### config.mk
export PLATFORM = sky130hd
export DESIGN_NAME = text_deframer
export DESIGN_NICKNAME = d
export VERILOG_FILES = /design/src/rtl/text_frame_pkg.sv /design/src/rtl/frame_gap_timer.sv /design/src/rtl/text_deframer.sv
export SDC_FILE = /design/constraint.sdc
export NUM_CORES = 1
export LEC_CHECK = 0
export ABC_AREA = 1
export CAP_MARGIN = 10
export CORE_MARGIN = 5
export CORE_UTILIZATION = 30
export DETAILED_ROUTE_END_ITERATION = 10
export PLACE_DENSITY = 0.58
export SLEW_MARGIN = 30
export SYNTH_ARGS = -nofsm -noshare
export SYNTH_HDL_FRONTEND = slang
export SYNTH_SLANG_ARGS = --single-unit
### constraint.sdc
create_clock -name clk -period 4.04 [get_ports clk]
set_input_delay 0.606 -clock clk [delete_from_list [all_inputs] [get_ports clk]]
set_output_delay 0.606 -clock clk [all_outputs]
set_load 0.005 [all_outputs]
### src/rtl/text_frame_pkg.sv
// Shared definitions for the text link framer/deframer pair.
package text_frame_pkg;

   typedef enum logic [1:0] {
      HUNT,
      LEN,
      PAYLOAD,
      CHK
   } state_t;

   localparam logic [1:0] ERR_NONE    = 2'd0;
   localparam logic [1:0] ERR_LEN_BAD = 2'd1;
   localparam logic [1:0] ERR_CHK_BAD = 2'd2;
   localparam logic [1:0] ERR_TIMEOUT = 2'd3;

   localparam logic [7:0] SOF_DEFAULT = 8'h7E;

endpackage

### src/rtl/frame_gap_timer.sv
// Mid-frame idle counter: fires once after TIMEOUT consecutive idle cycles.
module frame_gap_timer #(
   parameter int TIMEOUT = 16
) (
   input  logic clk,
   input  logic reset,
   input  logic run,
   input  logic kick,
   output logic expired
);

   localparam int TW = $clog2(TIMEOUT + 1);

   logic [TW-1:0] cnt;

   // A byte arriving on the final idle cycle beats the abort.
   assign expired = run && !kick && (cnt == TW'(TIMEOUT - 1));

   always_ff @(posedge clk or negedge reset) begin
      if (!reset) begin
         cnt <= '0;
      end else if (!run || kick || expired) begin
         cnt <= '0;
      end else begin
         cnt <= cnt + 1'b1;
      end
   end

endmodule

### src/rtl/text_deframer.sv
// Receive-side deframer: SOF, LEN, payload, XOR check byte.
// Optional DEFRAMER_STATS_EN adds saturating good/bad frame counters.
module text_deframer
   import text_frame_pkg::*;
#(
   parameter logic [7:0] SOF_BYTE = SOF_DEFAULT,
   parameter int         MAX_LEN  = 64,
   parameter int         TIMEOUT  = 16
) (
   input  logic       clk,
   input  logic       reset,
   input  logic       in_valid,
   input  logic [7:0] in_data,
   output logic       out_valid,
   output logic [7:0] out_data,
   output logic       out_last,
   output logic       frame_ok,
   output logic       frame_err,
   output logic [1:0] err_code,
   output logic       busy
`ifdef DEFRAMER_STATS_EN
   ,
   output logic [15:0] good_cnt,
   output logic [15:0] bad_cnt
`endif
);

   localparam int         CW        = $clog2(MAX_LEN + 1);
   localparam logic [7:0] MAX_LEN_B = 8'(MAX_LEN);

   state_t        state;
   logic [CW-1:0] remain;
   logic [7:0]    xsum;
   logic          expired;

   frame_gap_timer #(
      .TIMEOUT(TIMEOUT)
   ) u_gap (
      .clk    (clk),
      .reset  (reset),
      .run    (state != HUNT),
      .kick   (in_valid),
      .expired(expired)
   );

   always_ff @(posedge clk or negedge reset) begin
      if (!reset) begin
         state     <= HUNT;
         remain    <= '0;
         xsum      <= '0;
         out_valid <= 1'b0;
         out_data  <= '0;
         out_last  <= 1'b0;
         frame_ok  <= 1'b0;
         frame_err <= 1'b0;
         err_code  <= ERR_NONE;
         busy      <= 1'b0;
      end else begin
         out_valid <= 1'b0;
         out_last  <= 1'b0;
         frame_ok  <= 1'b0;
         frame_err <= 1'b0;
         if (in_valid) begin
            unique case (state)
               HUNT: begin
                  if (in_data == SOF_BYTE) begin
                     state <= LEN;
                     busy  <= 1'b1;
                  end
               end
               LEN: begin
                  if (in_data != 8'd0 && in_data <= MAX_LEN_B) begin
                     remain <= CW'(in_data);
                     xsum   <= in_data;
                     state  <= PAYLOAD;
                  end else begin
                     frame_err <= 1'b1;
                     err_code  <= ERR_LEN_BAD;
                     state     <= HUNT;
                     busy      <= 1'b0;
                  end
               end
               PAYLOAD: begin
                  out_valid <= 1'b1;
                  out_data  <= in_data;
                  xsum      <= xsum ^ in_data;
                  remain    <= remain - 1'b1;
                  if (remain == CW'(1)) begin
                     out_last <= 1'b1;
                     state    <= CHK;
                  end
               end
               CHK: begin
                  if (in_data == xsum) begin
                     frame_ok <= 1'b1;
                  end else begin
                     frame_err <= 1'b1;
                     err_code  <= ERR_CHK_BAD;
                  end
                  state <= HUNT;
                  busy  <= 1'b0;
               end
            endcase
         end else if (expired) begin
            frame_err <= 1'b1;
            err_code  <= ERR_TIMEOUT;
            state     <= HUNT;
            busy      <= 1'b0;
         end
      end
   end

`ifdef DEFRAMER_STATS_EN
   always_ff @(posedge clk or negedge reset) begin
      if (!reset) begin
         good_cnt <= '0;
         bad_cnt  <= '0;
      end else begin
         if (frame_ok && good_cnt != 16'hFFFF)
            good_cnt <= good_cnt + 1'b1;
         if (frame_err && bad_cnt != 16'hFFFF)
            bad_cnt <= bad_cnt + 1'b1;
      end
   end
`endif

endmodule

==> results of run 1 <==
## through the flow
stage / util / total power (uW) / cell area (um2) / cells
after detailed placement: 0.350 / 1330 / 2350 / 372
after CTS: 0.362 / 1590 / 2430 / 380
after global placement: 0.350 / 1320 / 2350 / 372
after global routing: 0.362 / 1710 / 2430 / 380
final: 0.362 / 1560 / 2430 / 380
after floorplan: - / 1110 / 2060 / 273
## Yosys cell counts (all sizes together)
cell / instances / share of area
inv: 38 / 0.069
o21ai: 41 / 0.13
a21boi: 1 / 0.0036
dfrtp: 37 / 0.45
nand2: 96 / 0.18
nand4: 3 / 0.0091
nand3: 13 / 0.034
ha: 4 / 0.024
clkbuf: 2 / 0.0036
xor2: 2 / 0.0085
a21oi: 2 / 0.0049
nor3: 2 / 0.0073
and2: 1 / 0.0030
nor2: 26 / 0.049
nor3b: 1 / 0.0036
buf: 4 / 0.023
## cells in the final DEF (no fill, tap or decap)
cell type                         synthesis  final
sky130_fd_sc_hd__nand2_4                  1      1
sky130_fd_sc_hd__buf_4                    0      1
sky130_fd_sc_hd__inv_1                   34     34
sky130_fd_sc_hd__inv_2                    4      4
sky130_fd_sc_hd__nand3_2                  1      1
sky130_fd_sc_hd__nor3_1                   1      1
sky130_fd_sc_hd__nor3b_1                  1      1
sky130_fd_sc_hd__a21oi_1                  2      2
sky130_fd_sc_hd__and2_1                   1      1
sky130_fd_sc_hd__o21ai_2                 15     15
sky130_fd_sc_hd__clkdlybuf4s50_1          0     24
sky130_fd_sc_hd__dfrtp_1                 37     37
sky130_fd_sc_hd__clkbuf_8                 0      5
sky130_fd_sc_hd__clkbuf_1                 2      1
sky130_fd_sc_hd__clkinv_2                 0      2
sky130_fd_sc_hd__xor2_1                   2      2
sky130_fd_sc_hd__nand2_1                 94     94
sky130_fd_sc_hd__a21boi_0                 1      1
sky130_fd_sc_hd__o21ai_1                  1      1
sky130_fd_sc_hd__nand4_1                  3      3
sky130_fd_sc_hd__nand3_1                 12     12
sky130_fd_sc_hd__nor3_2                   1      1
sky130_fd_sc_hd__nor2_2                   1      1
sky130_fd_sc_hd__o21ai_0                 25     25
sky130_fd_sc_hd__nor2_1                  25     25
sky130_fd_sc_hd__ha_1                     4      4
sky130_fd_sc_hd__nand2_2                  1      1
## state kept, by name, indices dropped and copies added, names as in the netlist
register and flops:
out_data 8, xsum 8, remain 7, u_gap.cnt 5, err_code 2, state 2, busy 1, frame_err 1
frame_ok 1, out_last 1, out_valid 1
## logic make-up (layout without fill, tap and decap cells)
logic type | Yosys count | count (layout) | share of synthesized area
buffers and inverters | 44 | 71 | 0.0960
DFF | 37 | 37 | 0.450
AOI/OAI and AO/OA | 44 | 44 | 0.136
adders and majority gates | 4 | 4 | 0.0243
and+or+nand+nor | 142 | 142 | 0.286
xor gates and xnor gates | 2 | 2 | 0.00851
## worst max-delay path, cell delays in order
cell                              delay (ns)
sky130_fd_sc_hd__clkdlybuf4s50_1        0.51
sky130_fd_sc_hd__inv_2                  0.11
sky130_fd_sc_hd__nand2_1                0.07
sky130_fd_sc_hd__nor2_1                 0.15
sky130_fd_sc_hd__nand2_1                0.07
sky130_fd_sc_hd__nand2_1                0.07
sky130_fd_sc_hd__nand3_2                0.12
sky130_fd_sc_hd__nand2_4                0.34
sky130_fd_sc_hd__nand2_1                0.12
sky130_fd_sc_hd__o21ai_2                0.08
## worst paths after layout
| kind | endpoint | cells after the start | slack (ns) |
|---|---|---|---|
| min in group clk | u_gap.cnt[0] | 1 | 0.46 |
| max in group asynchronous | err_code[0] | 1 | 3.43 |
| worst min-delay path | remain[5] | 1 | 0.27 |
| worst min register to register | u_gap.cnt[0] | 1 | 0.46 |
| worst max-delay path | remain[5] | 10 | 2.00 |
| worst max register to register | remain[5] | 7 | 2.08 |
## layout make-up
type	count	area (um2)	share of cell area
Multi-Input combinational cell	192	935	0.384
Sequential cell	37	926	0.380
Inverter	38	143	0.0586
Clock buffer	6	72.6	0.0298
Timing Repair Buffer	25	248	0.102
Clock inverter	2	10.0	0.00411
Tap cell	80	100	0.0411
## layer usage
| layer | vias to the layer above | GRT usage |
|---|---|---|
| li1 | 905 | - |
| met1 | 749 | 0.129 |
| met2 | 32 | 0.178 |
| met3 | 11 | 0.0284 |
| met4 | 0 | 0.0684 |
| met5 | - | 0 |
## power by group
| part | leakage, uW | total, uW | switching, uW | internal (uW) |
|---|---|---|---|---|
| sequential | 0.000469 | 597 | 77.7 | 520 |
| clock | 0.0000450 | 248 | 129 | 119 |
| combinational | 0.000686 | 716 | 412 | 304 |
| total | 0.00120 | 1560 | 619 | 943 |
==> results.yml, run 1 <==
global_routing:
  grt_overflow_total: 0
  grt_max_degree: 38
  grt_pass1_wl_um: 7520
  first_global_vias: 1684
  globalRouteTotalUtil: 0.110
  grt_antenna_before_repair: 0
timing:
  report.final.setup_viol: 0
  final_min_period_over_clock_period: 0.504
  skew_ns: 0.00705
  setup_slack_ns: 2.00
  relSlewSlack: 0.593
  grt_setup_unrepaired: "false"
  period_needed_ns: 2.04
  holdWs_ns: 0.266
  setup_total_negative_slack_ns: 0
  transition_time_at_the_pin_with_the_least_slew_margin_ns: 0.609
  endpoints_failing_hold: 0
  max_freq_mhz: 491
  slew_viol_final: 0
critical_path:
  worst-setup-path-type: "primary input to register"
  worstPathMaxFanout: 30
  arrival_ns: 2.25
  crit-reg2reg-launch: "state[0]"
  cp_data_required_time_ns: 4.26
  timing.critical_path.from_type: "primary input"
  timing.critical_path.from: "in_data[3]"
  endpoint_kind: "register"
cells_and_area:
  final_net_count: 314
  area_growth_from_synthesis_to_layout_pct: 18.2
  layout-drive-gt1-share: 0.107
  number_of_fill_cells: 701
  num_antenna_cells: 0
detailed_routing:
  drt-initial-drc-count: 83
  firstDrtPassIters: 4
  routed_via_density: 4.47
  met1Wirelength_um: 2050
  routed_wl_met2_um: 1920
  avgRoutedWirePerCell_um: 11.3
  drt_wl_total_um: 4310
  drtAntennaViolNets: 0
  drcViolationCount: 0
  met3_length_um: 182
  vias: 1697
  top_layer_used: "met4"
floorplan:
  fp.dieArea_um2: 8620
  die_width_um: 92.8
  placement_rows: 30
  placeableCoreArea_um2: 6720
  chip_height_um: 92.8
  io_pins: 26
  starting_utilization_of_the_core_area: 0.306
power:
  p_leak_uw: 0.00120
  irDropWorstVdd_mv: 0.145
  power_density_nw_per_um2: 642
clock_network:
  cts.path.max_buffers: 2
  cts_buffer_count: 5
  cts.reportedPaths.clkPinSlew_ns: 0.07
  postCtsResizedCells: 0
  cts_post_setup_buffers_inserted: 0
  cts_tree: "done"
  clock_latency_ns: 0.29
  numClockSinks: 37
  cts-root-buf: "sky130_fd_sc_hd__clkbuf_8"
  cts_max_level: 2
  post_cts_hold_buffer_count: 0
placed_design:
  globalplace.congestion: 0.880
  detailed_place_hpwl_um: 3220
  place_worst_setup_slack_ns: 1.69
  port_buffers: 25
logic_synthesis:
  synthesis.area_um2: 2060
  ys_types: 26
  syn_inst_count: 273
  ys_seq_elements: 37
  yosys_warnings: 0
  mappedNetlistNets: 288
  synth.yosys.seq_area_share: 0.450
  syn-mean-instance-area_um2: 7.54
min_path:
  hold_path_class: "primary input to async pin"
run:
  drv_cap: 0
status:
  outcome: "complete, no violations"
Note: power is estimated with default switching activity, not from simulation.
==> run 2, diff against run 1 <==
- clock period: 4.04 -> 1.9 ns (I/O delays scaled with it)
==> results.yml, run 2 (synthesis gave the netlist of run 1 again) <==
status:
  outcome: "complete, no violations"
global_routing:
  grt_overflow_total: 0
  grt_pass1_wl_um: 7490
  first_global_vias: 1636
  grt_max_degree: 21
  globalRouteTotalUtil: 0.109
  grt_antenna_before_repair: 0
placed_design:
  dp.cells: 382
  detailed_place_hpwl_um: 3410
  globalplace.congestion: 0.779
  port_buffers: 25
critical_path:
  cp_data_required_time_ns: 2.08
  worstPathMaxFanout: 3
  reg2reg_setup_slack_ns: 0.23
  worst-setup-path-type: "register to register"
  arrival_ns: 1.85
  endpoint_kind: "register"
  timing.critical_path.from_type: "register"
cells_and_area:
  number_of_fill_cells: 669
  area_growth_from_synthesis_to_layout_pct: 23.6
  num_antenna_cells: 0
  most-common-layout-cells: "sky130_fd_sc_hd__nand2_1, sky130_fd_sc_hd__dfrtp_1, sky130_fd_sc_hd__inv_1"
  finish.cell_count_without_fillers: 390
  final_net_count: 325
  final_common_cell: "sky130_fd_sc_hd__nand2_1"
  layout-drive-gt1-share: 0.132
  registers_with_the_most_flip_flops: "out_data (8), xsum (8), remain (7)"
timing:
  max_freq_mhz: 600
  grt_setup_unrepaired: "false"
  setup_total_negative_slack_ns: 0
  slew_viol_final: 0
  transition_time_at_the_pin_with_the_least_slew_margin_ns: 0.444
  endpoints_failing_hold: 0
  skew_ns: 0.00590
  relSlewSlack: 0.704
  final_min_period_over_clock_period: 0.877
  report.final.setup_viol: 0
  period_needed_ns: 1.67
detailed_routing:
  drtAntennaViolNets: 0
  drcViolationCount: 0
  drt-initial-drc-count: 89
  avgRoutedWirePerCell_um: 11.2
  firstDrtPassIters: 4
  routed_via_density: 4.43
  vias: 1726
  drt_wl_total_um: 4370
power:
  power_density_nw_per_um2: 1350
  p_leak_uw: 0.00126
  irDropWorstVdd_mv: 0.376
floorplan:
  chip_height_um: 92.8
  starting_utilization_of_the_core_area: 0.306
  io_pins: 26
  fp.dieArea_um2: 8620
  placeableCoreArea_um2: 6720
  die_width_um: 92.8
  placement_rows: 30
clock_network:
  cts_tree: "done"
  postCtsResizedCells: 0
  cts-root-buf: "sky130_fd_sc_hd__clkbuf_8"
  cts_buffer_count: 5
  cts.reportedPaths.clkPinSlew_ns: 0.07
  numClockSinks: 37
  cts_max_level: 2
  post_cts_hold_buffer_count: 1
  clock_latency_ns: 0.29
  cts.path.max_buffers: 2
  cts_post_setup_buffers_inserted: 0
run:
  drv_cap: 0
min_path:
  hold_path_class: "register to register"
==> run 2: cell types whose count changed in the layout (fill, tap and decap cells not counted), sizes merged <==
cell         before  now
buf               1   11
clkinv            2    0
clkbuf            6    7
dlygate4sd3       0    1
==> run 2: final cells by class <==
type	count	area, um2	share of cell area
clock buffer	7	86.3	0.0339
inverter	38	143	0.0560
multi-input combinational	192	935	0.367
sequential	37	926	0.364
tap	80	100	0.0393
timing repair buffer	36	355	0.140
==> run 2: worst paths after layout <==
path                       cells past startpoint          from            to
setup / recovery                               9  u_gap.cnt[0]      state[1]
hold / removal                                 1  u_gap.cnt[0]  u_gap.cnt[0]
setup reg to reg                               9  u_gap.cnt[0]      state[1]
hold reg to reg                                1  u_gap.cnt[0]  u_gap.cnt[0]
max in group asynchronous                      3         reset   err_code[0]
min in group asynchronous                      2         reset       xsum[5]
==> run 2: metrics by stage <==
stage / utilization / worst slack, ns / area (um2) / power (uW) / hold slack, ns
2_1_floorplan: - / 0.370 / 2060 / 2370 / -0.0106
3_3_place_gp: 0.364 / 0.00822 / 2450 / 2880 / 0.262
3_5_place_dp: 0.364 / 0.0203 / 2450 / 2890 / 0.260
4_1_cts: 0.379 / 0.227 / 2540 / 3460 / 0.469
5_1_grt: 0.379 / 0.124 / 2540 / 3750 / 0.495
6_report: 0.379 / 0.233 / 2540 / 3430 / 0.462
==> run 2: report_power, final <==
part	switching (uW)	total (uW)	internal, uW
Clock	271	559	288
Combinational	892	1600	712
Sequential	158	1260	1100
Total	1320	3430	2110
==> run 2: critical path, stage by stage, from the launching register on <==
cell and delay (ns):
sky130_fd_sc_hd__dfrtp_1 0.40, sky130_fd_sc_hd__ha_1 0.21, sky130_fd_sc_hd__nand2_1 0.08, sky130_fd_sc_hd__nor2_1 0.04
sky130_fd_sc_hd__ha_1 0.19, sky130_fd_sc_hd__o21ai_0 0.22, sky130_fd_sc_hd__o21ai_1 0.14, sky130_fd_sc_hd__nand2_1 0.11
sky130_fd_sc_hd__nand2_1 0.05, sky130_fd_sc_hd__and2_1 0.12
==> run 2: layer usage <==
layer / vias to the layer above / track usage / wire [um] / part of all wire
li1: 925 / - / - / -
met1: 777 / 0.139 / 2100 / 0.48
met2: 20 / 0.182 / 2070 / 0.47
met3: 4 / 0.0284 / 148 / 0.034
met4: 0 / 0.0330 / 54 / 0.012
met5: - / 0 / 0 / 0
